$ cat src/rtl/rd_ptr_ctrl.sv
// rd_ptr_ctrl: read-domain pointer controller for an async FIFO, with empty, almost-empty, fill-level and underflow flags
module rd_ptr_ctrl #(
    parameter int ADDR_W = 4,
    parameter int AE_TH  = 2
) (
    input  logic              rd_clk,
    input  logic              rd_rst,
    input  logic              rd_en,
    input  logic [ADDR_W:0]   g_wrptr_sync,
    output logic [ADDR_W:0]   b_rdptr,
    output logic [ADDR_W:0]   g_rdptr,
    output logic [ADDR_W-1:0] rd_addr,
    output logic              empty,
    output logic              almost_empty,
    output logic [ADDR_W:0]   rd_count,
    output logic              underflow
);
    localparam logic [ADDR_W:0] AE_V = AE_TH[ADDR_W:0];
    logic [ADDR_W:0] r_b_rdptr, r_g_rdptr, r_rd_count;
    logic            r_empty, r_almost_empty, r_underflow;
    logic            w_rd_ok;
    logic [ADDR_W:0] w_b_next, w_g_next, w_bin, w_cnt_next;
    assign w_rd_ok    = rd_en & ~r_empty;
    assign w_b_next   = r_b_rdptr + {{ADDR_W{1'b0}}, w_rd_ok};
    assign w_g_next   = (w_b_next >> 1) ^ w_b_next;
    // each binary bit is the XOR of all Gray bits from the MSB down to it
    for (genvar i = 0; i <= ADDR_W; i++) begin : g_dec
        assign w_bin[i] = ^g_wrptr_sync[ADDR_W:i];
    end
    assign w_cnt_next = w_bin - w_b_next;
    always_ff @(posedge rd_clk or posedge rd_rst) begin
        if (rd_rst) begin
            r_b_rdptr      <= '0;
            r_g_rdptr      <= '0;
            r_rd_count     <= '0;
            r_empty        <= 1'b1;
            r_almost_empty <= 1'b1;
            r_underflow    <= 1'b0;
        end else begin
            r_b_rdptr      <= w_b_next;
            r_g_rdptr      <= w_g_next;
            r_rd_count     <= w_cnt_next;
            r_empty        <= (g_wrptr_sync == w_g_next);
            r_almost_empty <= (w_cnt_next <= AE_V);
            r_underflow    <= rd_en & r_empty;
        end
    end
    assign b_rdptr      = r_b_rdptr;
    assign g_rdptr      = r_g_rdptr;
    assign rd_addr      = r_b_rdptr[ADDR_W-1:0];
    assign empty        = r_empty;
    assign almost_empty = r_almost_empty;
    assign rd_count     = r_rd_count;
    assign underflow    = r_underflow;
endmodule

$ cat config.mk
export PLATFORM = sky130hd
export DESIGN_NAME = rd_ptr_ctrl
export DESIGN_NICKNAME = d
export VERILOG_FILES = /design/src/rtl/rd_ptr_ctrl.sv
export SDC_FILE = /design/constraint.sdc
export NUM_CORES = 1
export LEC_CHECK = 0
export BUFFER_PORTS_ARGS = -buffer_cell sky130_fd_sc_hd__buf_2
export CAP_MARGIN = 20
export CORE_MARGIN = 2
export CORE_UTILIZATION = 44
export DETAILED_ROUTE_END_ITERATION = 12
export GPL_TIMING_DRIVEN = 0
export PLACE_DENSITY = 0.78
export SYNTH_ARGS = -nofsm -noshare
export SYNTH_HDL_FRONTEND = slang
export SYNTH_SLANG_ARGS = --single-unit
$ cat constraint.sdc
create_clock -name rd_clk -period 4.6 [get_ports rd_clk]
set_input_delay 0.23 -clock rd_clk [delete_from_list [all_inputs] [get_ports rd_clk]]
set_output_delay 0.23 -clock rd_clk [all_outputs]
set_load 0.02 [all_outputs]
==> results.json, run 1 <==
{
  "finalSetupViolCount": 0,
  "numCtsBuffers": 3,
  "die-area_um2": 2630,
  "diodes": 0,
  "drtIter0Drc": 1,
  "dpl.hpwl_um": 1240,
  "synth_nets": 100,
  "grt_setup_unrepaired": "no",
  "die_w_um": 51.2,
  "ys_ff_latch": 17,
  "yosys_warnings": 0,
  "status": "finished with violations",
  "cp-startpoint": "empty",
  "cts.sinks": 17,
  "drv_cap": 0,
  "final_nets": 134,
  "syn_avg_cell_area_um2": 11.4,
  "max_stage_delay_ps": 550,
  "grt-ovfl-total": 0,
  "io_pins": 30,
  "hp-class": "in -> async",
  "cts_resized": 0,
  "portBuffers": 29,
  "slew_headroom": 0.599,
  "htreeDepth": 1,
  "clockBufferDepth": 2,
  "viasPerCell": 4.58,
  "synth_top_area_cell": "dfrtp_1",
  "yosys-top-cells-count": "dfrtp_1 (15), xnor2_1 (10), xor2_1 (10)",
  "worstPathMaxFanout": 4,
  "drive_gt1_frac": 0.378,
  "initial_utilization": 0.453,
  "path_class": "reg -> reg",
  "rows": 17,
  "async_flop_share": 1.00,
  "cts_tree": "built",
  "clkLatencyLatePin_ps": 290,
  "fin_hold_ws_ps": -7.81,
  "fin_skew_ps": 3.65,
  "synth_top_area_share": 0.382,
  "fmax_mhz": 375,
  "vias": 673,
  "path_delay_family": "simple AND/OR/NAND/NOR gates",
  "cp_data_required_time_ps": 4820,
  "antenna_found_initial": 0,
  "seq_area_frac_synth": 0.436,
  "cp.arrival_ps": 2880,
  "cts_setup_buffers": 0,
  "routabilityCongestion": 0.781,
  "drt-pass1-iter-count": 4,
  "fin_crit_sh": 0.580,
  "drv_slew": 0,
  "die_y_um": 51.2,
  "ys_top_cells_by_area": "dfrtp_1 (38%), xnor2_1 (8.9%), xor2_1 (8.9%), ha_1 (7.6%), dfstp_2 (5.4%)",
  "synth_area_um2": 982,
  "ctsHoldBuffers": 0,
  "clockRootBuffer": "clkbuf_4",
  "fin_crit_ps": 2670,
  "area_growth_pct": 21.0,
  "crit_path_frequent_cell": "ha_1",
  "synth_enable_flop_cells": 0,
  "crit_buf_inv": 0,
  "violations": "negative hold slack",
  "worstMarginPinSlew_ps": 601,
  "ant_nets": 0,
  "synthCells": 86,
  "final_hold_viol_count": 15,
  "wl_um": 1510,
  "grt_use_total": 0.142,
  "grt_start_max_net_pins": 18,
  "grt_pass1_vias": 620,
  "core_um2": 2170,
  "path_cells": "nor2b_1 > ha_1 > ha_1 > xnor2_1 > ha_1 > a21oi_1 > and3_1 > or4_1 > a32oi_1",
  "r2r_start": "empty",
  "worstSetupEndpointType": "flop",
  "postSynth.topFlopCell": "dfrtp_1",
  "wire_per_inst_um": 10.3,
  "clk_pin_slew_worst_paths_ps": 100,
  "netlist-cell-type-count": 27,
  "start_kind": "flop",
  "grt_pass1_wl_um": 2770,
  "num-fill-cells": 210,
  "tns_ps": 0,
  "cp_slowest_cell": "dfstp_2",
  "drc": 0,
  "yosysMostFrequentCell": "dfrtp_1"
}
==> layout make-up <==
type / count / area, um^2 / area share
tap: 28 / 35.0 / 0.0295
buffer: 6 / 41.3 / 0.0347
timing repair buffer: 29 / 145 / 0.122
inverter: 8 / 30.0 / 0.0253
sequential: 17 / 428 / 0.360
clock buffer: 4 / 26.3 / 0.0221
multi-input combinational: 55 / 483 / 0.406
==> final timing paths <==
kind / endpoint / slack, ps / depth (start not counted)
max in group asynchronous: g_rdptr[1] / 4220 / 2
worst max register to register: almost_empty / 1930 / 9
min in group rd_clk: underflow / 180 / 2
worst min register to register: underflow / 540 / 1
worst max-delay path: almost_empty / 1930 / 9
worst min-delay path: rd_count[3] / -8 / 2
==> layer usage <==
metal / track usage / share of wire
met1: 0.193 / 0.47
met2: 0.225 / 0.45
met3: 0.0263 / 0.068
met4: 0.0526 / 0.018
met5: 0 / 0
==> flip-flops by register name, summed over array words and instances, names as in the netlist <==
register	count
b_rdptr	5
g_rdptr	4
empty	1
almost_empty	1
rd_count	5
underflow	1
==> cells in the final DEF, fill, tap and decap left out, types with 5 or more instances in the layout <==
master / instances
buf_4: 5
inv_1: 8
dfrtp_1: 15
xor2_1: 10
ha_1: 6
xnor2_1: 10
buf_2: 29
==> cell families (layout without fill, tap and decap cells) <==
group / Yosys count / in the layout / synth area share
multiplexers: 1 / 1 / 0.0102
AND/OR/NAND/NOR: 17 / 17 / 0.0943
adder cells (fa/ha/maj): 7 / 7 / 0.0879
AO/OA/AOI/OAI: 6 / 6 / 0.0433
XOR/XNOR: 24 / 24 / 0.256
buffers and inverters: 14 / 47 / 0.0726
flip-flops: 17 / 17 / 0.436
==> worst register-to-register path: stages (launching register included) <==
cell     delay (ps)
dfstp_2         550
nor2b_1          50
ha_1            200
ha_1            210
xnor2_1         410
ha_1            240
a21oi_1         120
and3_1          200
or4_1           460
a32oi_1         170
==> metrics by stage <==
step | setup WS (ps) | hold slack (ps) | std cells | util | cell area [um^2]
2_1_floorplan | 2080 | 155 | 86 | - | 982
3_3_place_gp | 1980 | 336 | 143 | 0.536 | 1160
3_5_place_dp | 1920 | 339 | 143 | 0.536 | 1160
4_1_cts | 1900 | 18.4 | 147 | 0.548 | 1190
5_1_grt | 1700 | 39.7 | 147 | 0.548 | 1190
6_report | 1930 | -7.81 | 147 | 0.548 | 1190
Power of run 1 is left out: the tool's default activity adds up to more than one toggle a clock period on the data nets, which glitch-free logic cannot reach.
==> inputs of run 2 (changes only) <==
==> constraint.sdc (replaced) <==
create_clock -name rd_clk -period 2.6 [get_ports rd_clk]
set_input_delay 0.13 -clock rd_clk [delete_from_list [all_inputs] [get_ports rd_clk]]
set_output_delay 0.13 -clock rd_clk [all_outputs]
set_load 0.02 [all_outputs]
==> run 2 against run 1 <==
Net effect:
- the run now ends clean
- critical path depth unchanged
- clock skew decreased by 2.2 ps
- die area unchanged
- core utilization increased by 3.6 points
- fmax increased by 11%
- largest cell class unchanged
==> results.json, run 2 (same netlist as run 1, synthesis figures left out) <==
{
  "diodes": 0,
  "grt_pass1_wl_um": 2900,
  "path_class": "reg -> reg",
  "start_kind": "flop",
  "vias": 703,
  "fin_skew_ps": 1.44,
  "cts.sinks": 17,
  "die-area_um2": 2630,
  "fin_crit_sh": 0.925,
  "htreeDepth": 1,
  "ant_nets": 0,
  "drt-pass1-iter-count": 3,
  "drv_cap": 0,
  "multi_input_area_um2": 502,
  "initial_utilization": 0.453,
  "dpl.hpwl_um": 1240,
  "routabilityCongestion": 0.781,
  "tns_ps": 0,
  "cts_tree": "built",
  "portBuffers": 29,
  "grt_setup_unrepaired": "no",
  "clkLatencyLatePin_ps": 290,
  "wire_per_inst_um": 10.6,
  "clk_pin_slew_worst_paths_ps": 100,
  "mostFrequentLayoutCell": "buf_2",
  "fmax_mhz": 416,
  "cp_data_required_time_ps": 2810,
  "core_um2": 2170,
  "grt-ovfl-total": 0,
  "die_w_um": 51.2,
  "mostFrequentLayoutCells": "buf_2 (29), dfrtp_1 (15), buf_4 (12)",
  "worstPathMaxFanout": 4,
  "num-fill-cells": 203,
  "clockBufferDepth": 2,
  "io_pins": 30,
  "final_hold_viol_count": 0,
  "slew_headroom": 0.592,
  "drtIter0Drc": 9,
  "area_growth_pct": 28.9,
  "viasPerCell": 4.56,
  "grt_start_max_net_pins": 18,
  "die_y_um": 51.2,
  "drc": 0,
  "antenna_found_initial": 0,
  "drive_gt1_frac": 0.444,
  "grt_use_total": 0.148,
  "grt_pass1_vias": 646,
  "final_nets": 141,
  "fin_cells": 154,
  "drv_slew": 0,
  "finalSetupViolCount": 0,
  "wl_um": 1630,
  "clockRootBuffer": "clkbuf_4",
  "fin_crit_ps": 2410,
  "numCtsBuffers": 3,
  "cp.arrival_ps": 2620,
  "status": "complete, no violations",
  "regArea_um2": 428,
  "rows": 17,
  "worstMarginPinSlew_ps": 612,
  "hp-class": "in -> reg",
  "worstSetupEndpointType": "flop",
  "dp_cells": 143
}
[run 2: cell types whose count changed in the layout (fill, tap and decap cells not counted), sizes merged]
cell	before	now
buf	34	41
dlygate4sd3	0	1
clkbuf	5	4
[run 2: stage by stage]
step / instance area [um^2] / hold WS, ps / util / worst slack, ps
floorplan: 982 / 54.6 / - / 76.2
global placement: 1160 / 236 / 0.536 / -17.1
detailed placement: 1160 / 239 / 0.536 / -79.7
CTS: 1210 / 77.3 / 0.558 / 0.145
global route: 1270 / 81.9 / 0.584 / 27.8
finish: 1270 / 70.2 / 0.584 / 194
[run 2: routing by layer]
| metal | vias to the layer above | global-route usage | routed length [um] |
|---|---|---|---|
| li1 | 352 | - | - |
| met1 | 325 | 0.198 | 738 |
| met2 | 22 | 0.240 | 777 |
| met3 | 4 | 0.0263 | 92 |
| met4 | 0 | 0.0526 | 23 |
| met5 | - | 0 | 0 |
[run 2: timing repair]
item,in CTS,in global routing
pin swaps,0,3
setup endpoints to repair,1,2
endpoints found under the hold margin,15,0
resized for setup,2,7
hold buffers,1,0
setup buffers,0,6
[run 2: area by class of cell]
cell class	instances	share of cell area
multi-input combinational	55	0.396
tap	28	0.0277
timing repair buffer	36	0.158
sequential	17	0.338
clock buffer	4	0.0208
inverter	8	0.0237
buffer	6	0.0356
[run 2: final timing paths]
kind,startpoint,endpoint,slack [ps],cells after the start
min in group asynchronous,rd_rst,b_rdptr[4],450,3
worst min-delay path,rd_en,underflow,70,2
worst min register to register,empty,underflow,540,1
worst max register to register,empty,almost_empty,190,9
worst max-delay path,empty,almost_empty,190,9
max in group asynchronous,rd_rst,g_rdptr[1],1760,3
[run 2: critical path: stages, from the launching register on]
cell and delay (ps):
dfstp_2 550, nor2b_1 50, ha_2 190, ha_1 230, xnor2_2 210, ha_1 210
a21oi_2 90, and3_1 180, or4_1 450, a32oi_1 180
Power of run 2 is left out for the same reason.
==> inputs of run 3 (changes only) <==
--- a/config.mk
+++ b/config.mk
@@ -9,6 +9,7 @@
 export CAP_MARGIN = 20
 export CORE_MARGIN = 2
 export CORE_UTILIZATION = 44
+export CTS_BUF_LIST = sky130_fd_sc_hd__clkbuf_2
 export DETAILED_ROUTE_END_ITERATION = 12
 export GPL_TIMING_DRIVEN = 0
 export PLACE_DENSITY = 0.78
==> run 3 against run 2 <==
Net effect:
- final area up 0.89%
- clock skew up 1.1 ps
- critical path depth unchanged
- worst hold slack worse by 12 ps
- wire length up 6.1%
- setup slack worse by 22 ps
- flip-flop and latch count unchanged
- register-to-register slack worse by 20 ps
- cell count down 0.65%
==> results.json, run 3 (same netlist as run 1, synthesis figures left out) <==
{
  "status": "complete, no violations",
  "cp-startpoint": "empty",
  "mostFrequentLayoutCells": "buf_2 (29), dfrtp_1 (15), buf_4 (11)",
  "cts_tree": "built",
  "clk_pin_slew_worst_paths_ps": 160,
  "io_pins": 30,
  "fin_skew_ps": 2.57,
  "slew_headroom": 0.599,
  "routabilityCongestion": 0.781,
  "htreeDepth": 1,
  "clockRootBuffer": "clkbuf_2",
  "worstHoldStart": "rd_en",
  "worstMarginPinSlew_ps": 602,
  "wire_per_inst_um": 11.3,
  "cp.arrival_ps": 2660,
  "wl_met2_um": 836,
  "grt_start_max_net_pins": 18,
  "fin_crit_sh": 0.934,
  "die_w_um": 51.2,
  "final_nets": 140,
  "path_class": "reg -> reg",
  "clockBufferDepth": 2,
  "drtIter0Drc": 6,
  "start_kind": "flop",
  "viasPerCell": 4.69,
  "hp-class": "in -> reg",
  "rows": 17,
  "drc": 0,
  "finalSetupViolCount": 0,
  "cp_data_required_time_ps": 2830,
  "worstPathMaxFanout": 5,
  "diodes": 0,
  "fmax_mhz": 412,
  "tns_ps": 0,
  "routed.top_layer": "met4",
  "drive_gt1_frac": 0.464,
  "numCtsBuffers": 3,
  "core_um2": 2170,
  "die-area_um2": 2630,
  "vias": 718,
  "final_hold_viol_count": 0,
  "antenna_found_initial": 0,
  "fin_util": 0.589,
  "cts.sinks": 17,
  "routed-wl-met3_um": 96,
  "dpl.hpwl_um": 1240,
  "initial_utilization": 0.453,
  "grt_pass1_vias": 656,
  "met1_length_um": 742,
  "num-fill-cells": 198,
  "grt_use_total": 0.147,
  "wl_um": 1730,
  "grt_setup_unrepaired": "no",
  "drv_slew": 0,
  "mostFrequentLayoutCell": "buf_2",
  "drt-pass1-iter-count": 3,
  "r2r_start": "empty",
  "grt_pass1_wl_um": 2870,
  "clkLatencyLatePin_ps": 290,
  "die_y_um": 51.2,
  "fin_crit_ps": 2430,
  "drv_cap": 0,
  "area_growth_pct": 30.1,
  "worstSetupEndpointType": "flop",
  "portBuffers": 29,
  "fin_hold_ws_ps": 58.2,
  "grt-ovfl-total": 0,
  "ant_nets": 0
}
==> run 3: cell count changes in the layout (fill, tap and decap cells not counted), sizes merged <==
cell and delta:
buf -1
==> run 3: final timing paths <==
path	slack [ps]	end	depth (start not counted)
worst max register to register	170	almost_empty	9
min in group asynchronous	420	g_rdptr[3]	3
worst min register to register	550	underflow	1
worst min-delay path	60	underflow	2
worst max-delay path	170	almost_empty	9
max in group asynchronous	1800	g_rdptr[1]	3
==> run 3: layer usage <==
| metal | track usage | up-vias |
|---|---|---|
| met4 | 0.0526 | 0 |
| met2 | 0.240 | 25 |
| met3 | 0.0263 | 6 |
| met5 | 0 | - |
| li1 | - | 350 |
| met1 | 0.194 | 337 |
==> run 3: stage by stage <==
step | std cells | instance area (um^2) | setup slack [ps]
floorplan | 86 | 982 | 76.2
global placement | 143 | 1160 | -17.1
detailed placement | 143 | 1160 | -79.7
CTS | 147 | 1200 | 17.3
global route | 153 | 1280 | 28.9
finish | 153 | 1280 | 172
==> run 3: final cells by class <==
class                           count  area [um^2]  share of cell area
Inverter                            8         30.0              0.0235
Clock buffer                        4         20.0              0.0157
Tap cell                           28         35.0              0.0274
Buffer                              5         37.5              0.0294
Sequential cell                    17          428               0.335
Timing Repair Buffer               36          200               0.157
Multi-Input combinational cell     55          527               0.412
==> run 3: critical path, cell delays in order (launching register included) <==
cell     delay (ps)
dfstp_2         570
nor2b_1          50
ha_2            210
nand3_2         120
xor2_4          250
ha_4            250
a21oi_2         200
a21oi_1         100
or4_1           420
a32oi_1         180
==> run 3: timing repair <==
action	4_1_cts	5_1_grt
endpoints found under the setup margin	1	1
hold buffers	1	0
pin swaps	0	3
gates resized for setup	2	5
endpoints found under the hold margin	15	0
setup buffers	0	6
Power of run 3 is left out for the same reason.
